$ cat src/rtl/shifter_arbiter.sv
`default_nettype none
// ============================================================================
// Module      : shifter_arbiter
// Description : Two-port round-robin arbiter sharing one 32-bit barrel
//               shifter; the granted request is shifted and registered into
//               a single tagged result slot with valid/ready handshake.
// Revision    : 1.0 - initial release
// ============================================================================
module shifter_arbiter #(
    parameter logic RR_INIT = 1'b0
) (
    input  logic        Clk,
    input  logic        Clrn,
    input  logic        ReqV0,
    input  logic        ReqV1,
    output logic        ReqRdy0,
    output logic        ReqRdy1,
    input  logic [31:0] ReqX0,
    input  logic [31:0] ReqX1,
    input  logic [4:0]  ReqSa0,
    input  logic [4:0]  ReqSa1,
    input  logic        ReqArith0,
    input  logic        ReqArith1,
    input  logic        ReqRight0,
    input  logic        ReqRight1,
    output logic        RspV,
    input  logic        RspRdy,
    output logic [31:0] RspSh,
    output logic        RspId
);

    logic        r_rspv;
    logic [31:0] r_rspsh;
    logic        r_rspid;
    logic        r_prio;

    logic        w_free;
    logic        w_gnt0;
    logic        w_gnt1;
    logic        w_sel;
    logic [31:0] w_x;
    logic [4:0]  w_sa;
    logic        w_arith;
    logic        w_right;
    logic [31:0] w_sh;

    // Grant: slot must be free; contention resolved by prio; nothing granted in reset
    always_comb begin
        w_free = ~r_rspv | RspRdy;
        w_gnt0 = Clrn & w_free & ReqV0 & (~ReqV1 | ~r_prio);
        w_gnt1 = Clrn & w_free & ReqV1 & (~ReqV0 |  r_prio);
        w_sel  = w_gnt1;
    end

    // Operand mux: only the granted requester's fields reach the shifter
    always_comb begin
        w_x     = w_sel ? ReqX1     : ReqX0;
        w_sa    = w_sel ? ReqSa1    : ReqSa0;
        w_arith = w_sel ? ReqArith1 : ReqArith0;
        w_right = w_sel ? ReqRight1 : ReqRight0;
    end

    // Shared barrel shifter; arith only matters for right shifts
    always_comb begin
        w_sh = w_x;
        if (!w_right) begin
            w_sh = w_x << w_sa;
        end else if (w_arith) begin
            w_sh = $signed(w_x) >>> w_sa;
        end else begin
            w_sh = w_x >> w_sa;
        end
    end

    // Result slot and priority pointer; a grant overwrites the slot even while it drains
    always_ff @(posedge Clk) begin
        if (!Clrn) begin
            r_rspv  <= 1'b0;
            r_rspsh <= 32'd0;
            r_rspid <= 1'b0;
            r_prio  <= RR_INIT;
        end else if (w_gnt0 | w_gnt1) begin
            r_rspv  <= 1'b1;
            r_rspsh <= w_sh;
            r_rspid <= w_sel;
            r_prio  <= ~w_sel;
        end else if (RspRdy) begin
            r_rspv  <= 1'b0;
        end
    end

    assign ReqRdy0 = w_gnt0;
    assign ReqRdy1 = w_gnt1;
    assign RspV    = r_rspv;
    assign RspSh   = r_rspsh;
    assign RspId   = r_rspid;

endmodule
`default_nettype wire

$ cat config.mk
export PLATFORM = sky130hd
export DESIGN_NAME = shifter_arbiter
export DESIGN_NICKNAME = d
export VERILOG_FILES = /design/src/rtl/shifter_arbiter.sv
export SDC_FILE = /design/constraint.sdc
export NUM_CORES = 1
export LEC_CHECK = 0
export BUFFER_PORTS_ARGS = -buffer_cell sky130_fd_sc_hd__buf_2
export CORE_MARGIN = 2
export CORE_UTILIZATION = 35
export CTS_CLUSTER_DIAMETER = 120
export DETAILED_ROUTE_END_ITERATION = 8
export GPL_TIMING_DRIVEN = 0
export PLACE_DENSITY_LB_ADDON = 0.05
export SLEW_MARGIN = 20
export SYNTH_ARGS = -nofsm -noshare
export SYNTH_HDL_FRONTEND = slang
export SYNTH_SLANG_ARGS = --single-unit
$ cat constraint.sdc
create_clock -name Clk -period 2.4 [get_ports Clk]
set_input_delay 0.12 -clock Clk [delete_from_list [all_inputs] [get_ports Clk]]
set_output_delay 0.12 -clock Clk [all_outputs]
set_load 0.01 [all_outputs]
==> results.json, run 1 <==
{
  "status": "complete, but fails checks",
  "violations": "negative setup slack",
  "synthFlopType": "dfxtp_1",
  "port_buffers": 114,
  "multi_input_area_um2": 7330,
  "cts-buffers-inserted": 5,
  "fillers": 2194,
  "cp-start-kind": "flop",
  "clk_latency_ns": 0.28,
  "grt_pass1_wl_um": 65300,
  "gp_congestion": 1.02,
  "worst_ep_arrival_time_ns": 2.69,
  "synth_top_area_share": 0.202,
  "seq_area_um2": 703,
  "cap_violations": 0,
  "die_w_um": 152,
  "track_usage": 0.377,
  "drt-initial-drc-count": 1176,
  "worst_ep_required_time_ns": 2.56,
  "die_h_um": 152,
  "min_period_over_period": 1.05,
  "p_leak_uw": 0.00407,
  "syn_nets": 1023,
  "io_pins": 119,
  "synth_edf_count": 0,
  "grt_max_degree": 11,
  "fp.dieArea_um2": 23200,
  "async_flop_share": 0,
  "synth_seq_area_share": 0.0908,
  "cts.sinks": 35,
  "max_freq_mhz": 396,
  "routed_wl_um": 45300,
  "synth_cell_types": 68,
  "initial_core_util": 0.355,
  "hpwl_um": 35100,
  "cts_hold_buffers": 0,
  "worstMarginPinSlew_ns": 0.761,
  "via_count": 9739,
  "final_hold_viol_count": 0,
  "hold_class": "input pin to flop",
  "avgSynthCellArea_um2": 8.21,
  "via_per_inst": 7.08,
  "cts_root_buf": "clkbuf_16",
  "clockBufferDepth": 2,
  "end_kind": "flop",
  "grt_pass1_vias": 9235,
  "min_period_ns": 2.52,
  "coreArea_um2": 21800,
  "reg2reg_depth": 9,
  "worstSetupPathType": "flop to flop",
  "dr.pass1.iters": 5,
  "fin_total_pwr_uw": 4210,
  "drcViolationCount": 0,
  "yosysMostFrequentCell": "mux2i_1",
  "whs_path_depth": 3,
  "htree_num_levels": 2,
  "yosys.area.top_type": "mux2i_1",
  "setup_slack_ns": -0.125,
  "synth_commonest_cells": "mux2i_1 (156), nand2_1 (97), nor2_1 (80)",
  "yosysWarnings": 0,
  "setup_viol": 15,
  "rsz0062_at_grt": "yes",
  "drive_gt1_frac": 0.418,
  "synthTopCellsByArea": "mux2i_1 (20%), mux4_2 (17%), dfxtp_1 (9.1%)",
  "row_count": 54,
  "ys_ff_latch": 35,
  "grt_overflow": 0,
  "syn2layout_area_growth_pct": 32.1,
  "relSlewSlack": 0.493,
  "path_clk_slew_ns": 0.06,
  "antenna_found_initial": 1,
  "cts_tree": "yes",
  "fin_worst_skew_ns": 0.00281,
  "syn_area_um2": 7710,
  "power_density_nw_per_um2": 413,
  "tns_ns": -0.749,
  "fin_nets": 1178,
  "wire_per_inst_um": 32.9,
  "slew_viol_final": 0,
  "place_ws_ns": -1.02,
  "ant_nets": 0,
  "cp_max_fo": 8,
  "synth_cells": 940,
  "ir_drop_mv": 0.237
}
## layer usage
metal | global-route usage | share of wire
met4 | 0.138 | 0.040
met2 | 0.562 | 0.43
met1 | 0.532 | 0.42
met5 | 0 | 0
met3 | 0.0867 | 0.11
## stage by stage
stage                     area (um2)  std cells   util  hold WS [ns]
after floorplan                 7710        940      -         0.364
after global placement          8640       1334  0.397         0.444
after detailed placement        8640       1334  0.397         0.452
after CTS                       9770       1367  0.449         0.219
after global routing           10200       1375  0.468         0.232
final                          10200       1376  0.468         0.208
## cell type report
| class | instances | area share |
|---|---|---|
| antenna | 1 | 0.000246 |
| buffer | 90 | 0.0732 |
| clock buffer | 6 | 0.0136 |
| clock inverter | 1 | 0.000491 |
| inverter | 9 | 0.00405 |
| multi-input combinational | 806 | 0.719 |
| sequential | 35 | 0.0690 |
| tap | 280 | 0.0344 |
| timing repair buffer | 147 | 0.0855 |
| timing repair inverter | 1 | 0.000614 |
## worst max-delay path, cell delays in order, from the launching register on
cell and delay, ns:
dfxtp_2 0.35, nand2b_4 0.16, nand4_4 0.19, buf_12 0.23, buf_12 0.13, or3_1 0.33
and4_1 0.22, a221o_1 0.36, a221oi_2 0.30, a31oi_1 0.12
## state kept, by name, summed over array words and instances (netlist names)
name,flops
RspId,1
RspSh,32
r_prio,1
RspV,1
## power breakdown
| group | switching, uW | internal, uW | total [uW] | leakage (uW) |
|---|---|---|---|---|
| combinational | 1760 | 1110 | 2870 | 0.00370 |
| clock | 255 | 405 | 661 | 0.0000727 |
| sequential | 34.9 | 652 | 686 | 0.000290 |
| total | 2050 | 2160 | 4210 | 0.00407 |
## final timing paths
path,slack [ns],to,from
setup / recovery,-0.12,RspSh[3],r_prio
hold / removal,0.21,RspV,RspRdy
setup reg to reg,-0.12,RspSh[3],r_prio
hold reg to reg,0.45,RspId,RspId
## logic make-up (layout without fill, tap and decap cells)
kind of cell	count (synthesis)	in the layout	share of synthesized area
AO/OA/AOI/OAI	266	266	0.234
buffers and inverters	99	254	0.0654
flip-flops	35	35	0.0908
multiplexers	264	264	0.447
AND/OR/NAND/NOR	276	276	0.163
other	0	1	0
## placed cells by master, fill, tap and decap left out, types with 6 or more instances in the layout
cell type / count
mux4_2: 57
clkbuf_1: 9
buf_4: 46
a211oi_2: 10
clkbuf_4: 8
or3_1: 9
mux2i_2: 9
o21ai_1: 10
mux2_2: 42
a31oi_1: 14
mux2i_1: 123
mux2i_4: 25
o22ai_1: 7
buf_12: 7
a211oi_1: 11
mux2_4: 6
nor3_1: 22
dfxtp_1: 33
nor2_1: 75
o211ai_1: 15
o21ai_0: 56
nand3_1: 28
nand2b_1: 8
a21oi_1: 41
buf_6: 23
a21oi_2: 10
clkbuf_2: 9
a221oi_2: 6
nand2_1: 93
buf_2: 128
## timing repair
item / in CTS / in global routing
pin swaps: 14 / 15
cloned: 1 / 0
resized for setup: 184 / 99
setup buffers: 25 / 8
endpoints found under the setup margin: 34 / 32
endpoints found under the hold margin: 0 / 0
No activity file was read; power rests on OpenSTA's default activity.
==> run 2, diff against run 1 <==
--- a/config.mk
+++ b/config.mk
@@ -7,11 +7,12 @@
 export LEC_CHECK = 0
 export BUFFER_PORTS_ARGS = -buffer_cell sky130_fd_sc_hd__buf_2
 export CORE_MARGIN = 2
-export CORE_UTILIZATION = 35
+export CORE_UTILIZATION = 45
 export CTS_CLUSTER_DIAMETER = 120
 export DETAILED_ROUTE_END_ITERATION = 8
 export GPL_TIMING_DRIVEN = 0
 export PLACE_DENSITY_LB_ADDON = 0.05
+export SKIP_CTS_REPAIR_TIMING = 1
 export SLEW_MARGIN = 20
 export SYNTH_ARGS = -nofsm -noshare
 export SYNTH_HDL_FRONTEND = slang
==> run 2 against run 1 <==
  * Worst hold slack better by 0.0098 ns
  * Clock skew is 0.0018 ns higher
  * Critical path depth is 1 higher
  * Worst setup slack better by 0.016 ns
  * Clock power is 19% higher
  * Critical endpoint is now RspSh[27]
  * Core utilization is 14 points higher
  * Total power is 2.0% higher
  * Non-clock buffer count is 11 higher
  * The run still ends with negative setup slack left
  * Largest cell class unchanged
  * Global-route usage is 7.6 points higher
==> results.json, run 2 (synthesis gave the netlist of run 1 again) <==
{
  "drive_gt1_frac": 0.407,
  "port_buffers": 114,
  "fin_worst_skew_ns": 0.00459,
  "violations": "negative setup slack",
  "ant_nets": 0,
  "power_density_nw_per_um2": 425,
  "rsz0062_at_grt": "yes",
  "via_count": 10100,
  "hold_class": "input pin to flop",
  "relSlewSlack": 0.523,
  "track_usage": 0.452,
  "io_pins": 119,
  "p_leak_uw": 0.00412,
  "wire_per_inst_um": 33.0,
  "status": "complete, but fails checks",
  "cts_tree": "yes",
  "drt-initial-drc-count": 1572,
  "dp_cells": 1274,
  "worst_ep_required_time_ns": 2.56,
  "path_clk_slew_ns": 0.06,
  "fin_nets": 1189,
  "cpPeakStageDelay_ns": 0.46,
  "fp.dieArea_um2": 18200,
  "routed_wl_um": 43900,
  "gp_congestion": 1.03,
  "cap_violations": 0,
  "ir_drop_mv": 0.372,
  "cts.sinks": 35,
  "grt_pass1_wl_um": 60200,
  "min_period_ns": 2.51,
  "diodes": 0,
  "setup_slack_ns": -0.109,
  "die_h_um": 135,
  "row_count": 47,
  "drcViolationCount": 0,
  "cts_root_buf": "clkbuf_16",
  "whs_endpoint": "RspV",
  "place_ws_ns": -0.739,
  "coreArea_um2": 16600,
  "via_per_inst": 7.61,
  "dr.pass1.iters": 6,
  "grt_max_degree": 12,
  "clk_latency_ns": 0.29,
  "die_w_um": 135,
  "mostFrequentLayoutCells": "mux2i_1 (130), buf_2 (126), nand2_1 (95)",
  "grt_overflow": 0,
  "largest_reg_flops": 32,
  "worstMarginPinSlew_ns": 0.715,
  "cp-start-kind": "input pin",
  "hold_start": "RspRdy",
  "slowest_stage": "o31ai_4",
  "final_hold_viol_count": 0,
  "syn2layout_area_growth_pct": 31.1,
  "hpwl_um": 32600,
  "slew_viol_final": 0,
  "crit_family": "buffers and inverters",
  "cp_max_fo": 10,
  "clockBufferDepth": 2,
  "end_kind": "flop",
  "rr_startpoint": "r_prio",
  "worstPathCellList": "buf_2, buf_2, clkbuf_4, clkbuf_4, mux2i_1, nor2_1, o31ai_4, a211oi_4, a2111oi_1, a21oi_1",
  "reg2reg_depth": 10,
  "initial_core_util": 0.464,
  "mostFrequentLayoutCell": "mux2i_1",
  "grt_pass1_vias": 8928,
  "min_period_over_period": 1.05,
  "worst_ep_arrival_time_ns": 2.67,
  "antenna_found_initial": 0,
  "path_buf_inv": 4,
  "cts-buffers-inserted": 5,
  "whs_path_depth": 3,
  "r2r_setup_slack_ns": -0.11,
  "max_freq_mhz": 399,
  "worstSetupPathType": "input pin to flop",
  "htree_num_levels": 2,
  "whs_ns": 0.218,
  "final_cells": 1327,
  "rr_endpoint": "RspSh[23]",
  "setup_viol": 24
}
run 2: stage by stage:
| stage | util | setup TNS, ns | instance area, um2 | total power, uW |
|---|---|---|---|---|
| after detailed placement | 0.515 | -16.33 | 8560 | 2940 |
| after global routing | 0.608 | -2.27 | 10100 | 4380 |
| final | 0.608 | -1.43 | 10100 | 4300 |
| after global placement | 0.514 | -17.94 | 8560 | 2940 |
| after floorplan | - | 0 | 7710 | 2070 |
| after CTS | 0.525 | -16.82 | 8740 | 3720 |
run 2: power by group:
group,switching (uW),internal [uW]
clock network,271,517
registers,37.1,651
logic,1730,1090
run 2: how the worst max path moves through the flow:
stage / cells after the start / start / endpoint / slack [ns]
detailed placement: 10 / ReqSa0[1] / RspSh[27] / -0.74
global placement: 7 / r_prio / RspSh[27] / -0.83
finish: 10 / ReqSa0[1] / RspSh[27] / -0.11
global route: 9 / r_prio / RspSh[1] / -0.17
floorplan: 10 / r_prio / RspSh[0] / 0.20
CTS: 9 / r_prio / RspSh[27] / -0.71
run 2: final cells by class:
class,instances,area (um2)
clock buffers,6,139
fillers,1491,6530
flip-flops and latches,35,703
well taps,220,275
inverters,9,41.3
clock inverters,2,35.0
repair buffers,158,998
multi-input cells,806,7200
plain buffers,90,713
repair inverters,1,6.26
run 2: tightest hold or removal path, stage by stage:
cell and delay (ns):
buf_2 0.08, nand2b_4 0.17, a21oi_1 0.09
run 2: metal layers:
layer | part of all wire | global-route usage | vias to the layer above
li1 | - | - | 4029
met1 | 0.37 | 0.609 | 4815
met2 | 0.42 | 0.663 | 1045
met3 | 0.15 | 0.140 | 205
met4 | 0.061 | 0.207 | 0
met5 | 0 | 0 | -
==> run 3, diff against run 2 <==
--- a/config.mk
+++ b/config.mk
@@ -7,7 +7,7 @@
 export LEC_CHECK = 0
 export BUFFER_PORTS_ARGS = -buffer_cell sky130_fd_sc_hd__buf_2
 export CORE_MARGIN = 2
-export CORE_UTILIZATION = 45
+export CORE_UTILIZATION = 50
 export CTS_CLUSTER_DIAMETER = 120
 export DETAILED_ROUTE_END_ITERATION = 8
 export GPL_TIMING_DRIVEN = 0
==> run 3 against run 2 <==
  * The flow finishes with violations (design-rule violations, negative setup slack)
  * Global-route usage up 1.6 points
  * Total power down 2.6%
  * Clock skew about the same
  * Critical path type is now flop to flop
  * Highest routed layer unchanged
  * Sequential power is essentially flat
  * Sequential share of layout area up 0.18 points
  * Final area is 2.5% lower
  * Register-to-register slack hardly changed
  * Non-clock buffer count shrank 19
==> results.json, run 3 (synthesis gave the netlist of run 1 again) <==
{
  "status": "complete, but fails checks",
  "violations": "design-rule violations, negative setup slack",
  "drive_gt1_frac": 0.403,
  "ant_nets": 0,
  "drcViolationCount": 1,
  "coreArea_um2": 15100,
  "initial_core_util": 0.509,
  "worst_ep_arrival_time_ns": 2.73,
  "post-route-cell-area_um2": 9860,
  "drt-initial-drc-count": 1959,
  "htree_num_levels": 2,
  "worstSetupPathType": "flop to flop",
  "setup_slack_ns": -0.101,
  "cts-buffers-inserted": 5,
  "worstPathCellList": "nand2b_4, nand4_4, buf_8, buf_6, mux2i_1, mux2i_2, a2bb2oi_1, a221oi_2, a32o_1",
  "worstMarginPinSlew_ns": 0.689,
  "routed_wl_um": 40400,
  "diodes": 0,
  "via_count": 9807,
  "whs_ns": 0.191,
  "top_layer": "met4",
  "path_clk_slew_ns": 0.06,
  "syn2layout_area_growth_pct": 27.8,
  "fp.dieArea_um2": 16400,
  "via_per_inst": 7.69,
  "ir_drop_mv": 0.334,
  "grt_overflow": 0,
  "cp-start-kind": "flop",
  "path_buf_inv": 2,
  "slew_viol_final": 0,
  "crit_family": "compound AO/OA/AOI/OAI gates",
  "power_density_nw_per_um2": 424,
  "row_count": 45,
  "setup_viol": 14,
  "p_sw_frac": 0.476,
  "io_pins": 119,
  "clk_latency_ns": 0.29,
  "route.met3.wl_um": 5790,
  "fin_total_pwr_uw": 4190,
  "min_period_ns": 2.50,
  "drt-met1-wl_um": 14400,
  "grt_max_degree": 13,
  "clockBufferDepth": 2,
  "dr.pass1.iters": 8,
  "hpwl_um": 30700,
  "largest_reg_flops": 32,
  "final_hold_viol_count": 0,
  "cp_max_fo": 10,
  "power.share.clock": 0.183,
  "die_w_um": 128,
  "relSlewSlack": 0.541,
  "rsz0062_at_grt": "yes",
  "slowest_stage": "a221oi_2",
  "place_ws_ns": -0.809,
  "p_leak_uw": 0.00398,
  "cts_root_buf": "clkbuf_16",
  "grt_pass1_wl_um": 57400,
  "fin_worst_skew_ns": 0.00447,
  "gp_congestion": 1.06,
  "worst_ep_required_time_ns": 2.63,
  "cap_violations": 0,
  "p_comb_frac": 0.653,
  "grt_pass1_vias": 8745,
  "cpPeakStageDelay_ns": 0.40,
  "cts.sinks": 35,
  "port_buffers": 114,
  "p_sw_uw": 1990,
  "mostFrequentLayoutCells": "buf_2 (129), mux2i_1 (124), nand2_1 (95)",
  "cts_tree": "yes",
  "antenna_found_initial": 0,
  "die_h_um": 128,
  "min_period_over_period": 1.04,
  "wire_per_inst_um": 31.6,
  "hold_class": "input pin to flop",
  "max_freq_mhz": 400,
  "end_kind": "flop",
  "sequentialPowerShare": 0.164,
  "p_int_uw": 2190,
  "track_usage": 0.469,
  "place_area_um2": 8520,
  "fin_nets": 1170,
  "wl_met2_um": 17300,
  "mostFrequentLayoutCell": "buf_2"
}
## run 3: cell count changes in the layout (fill, tap and decap cells not counted), moves of 4 or more
cell      delta
buf_4       -12
buf_8        +5
buf_6        -4
clkbuf_4     -6
mux2i_2      +7
buf_12       -4
mux2i_1      -6
## run 3: worst paths after layout
kind,from,to,slack (ns),cells after the start
setup / recovery,RspV,RspSh[30],-0.10,9
hold / removal,RspRdy,RspV,0.19,3
setup reg to reg,RspV,RspSh[30],-0.10,9
hold reg to reg,RspId,RspId,0.45,2
## run 3: per-layer routing
metal	global-route usage	vias up
li1	-	3982
met2	0.713	1013
met3	0.120	247
met5	0	-
met1	0.608	4565
met4	0.256	0
## run 3: power by group through the flow
stage	registers, uW	logic (uW)	clock network (uW)
2_1_floorplan	726	1340	0
3_3_place_gp	692	2210	0
3_5_place_dp	696	2200	0
4_1_cts	684	2210	757
5_1_grt	693	2800	783
6_report	687	2730	765
## run 3: final cells by class
| type | count | area (um2) |
|---|---|---|
| timing repair buffer | 139 | 778 |
| multi-input combinational | 806 | 7230 |
| tap | 188 | 235 |
| clock buffer | 5 | 125 |
| clock inverter | 3 | 43.8 |
| buffer | 90 | 699 |
| sequential | 35 | 703 |
| fill | 1341 | 5290 |
| inverter | 9 | 41.3 |
| timing repair inverter | 1 | 6.26 |
## run 3: stage by stage
stage,cells,util,setup TNS [ns]
global placement,1242,0.563,-14.31
global route,1276,0.651,-1.05
floorplan,940,-,0
CTS,1250,0.574,-13.71
finish,1276,0.651,-0.609
detailed placement,1242,0.563,-13.82
## run 3: worst register-to-register path, stage by stage, from the launching register on
cell and delay (ns):
dfxtp_2 0.35, nand2b_4 0.10, nand4_4 0.22, buf_8 0.19
buf_6 0.21, mux2i_1 0.31, mux2i_2 0.33, a2bb2oi_1 0.13
a221oi_2 0.40, a32o_1 0.19
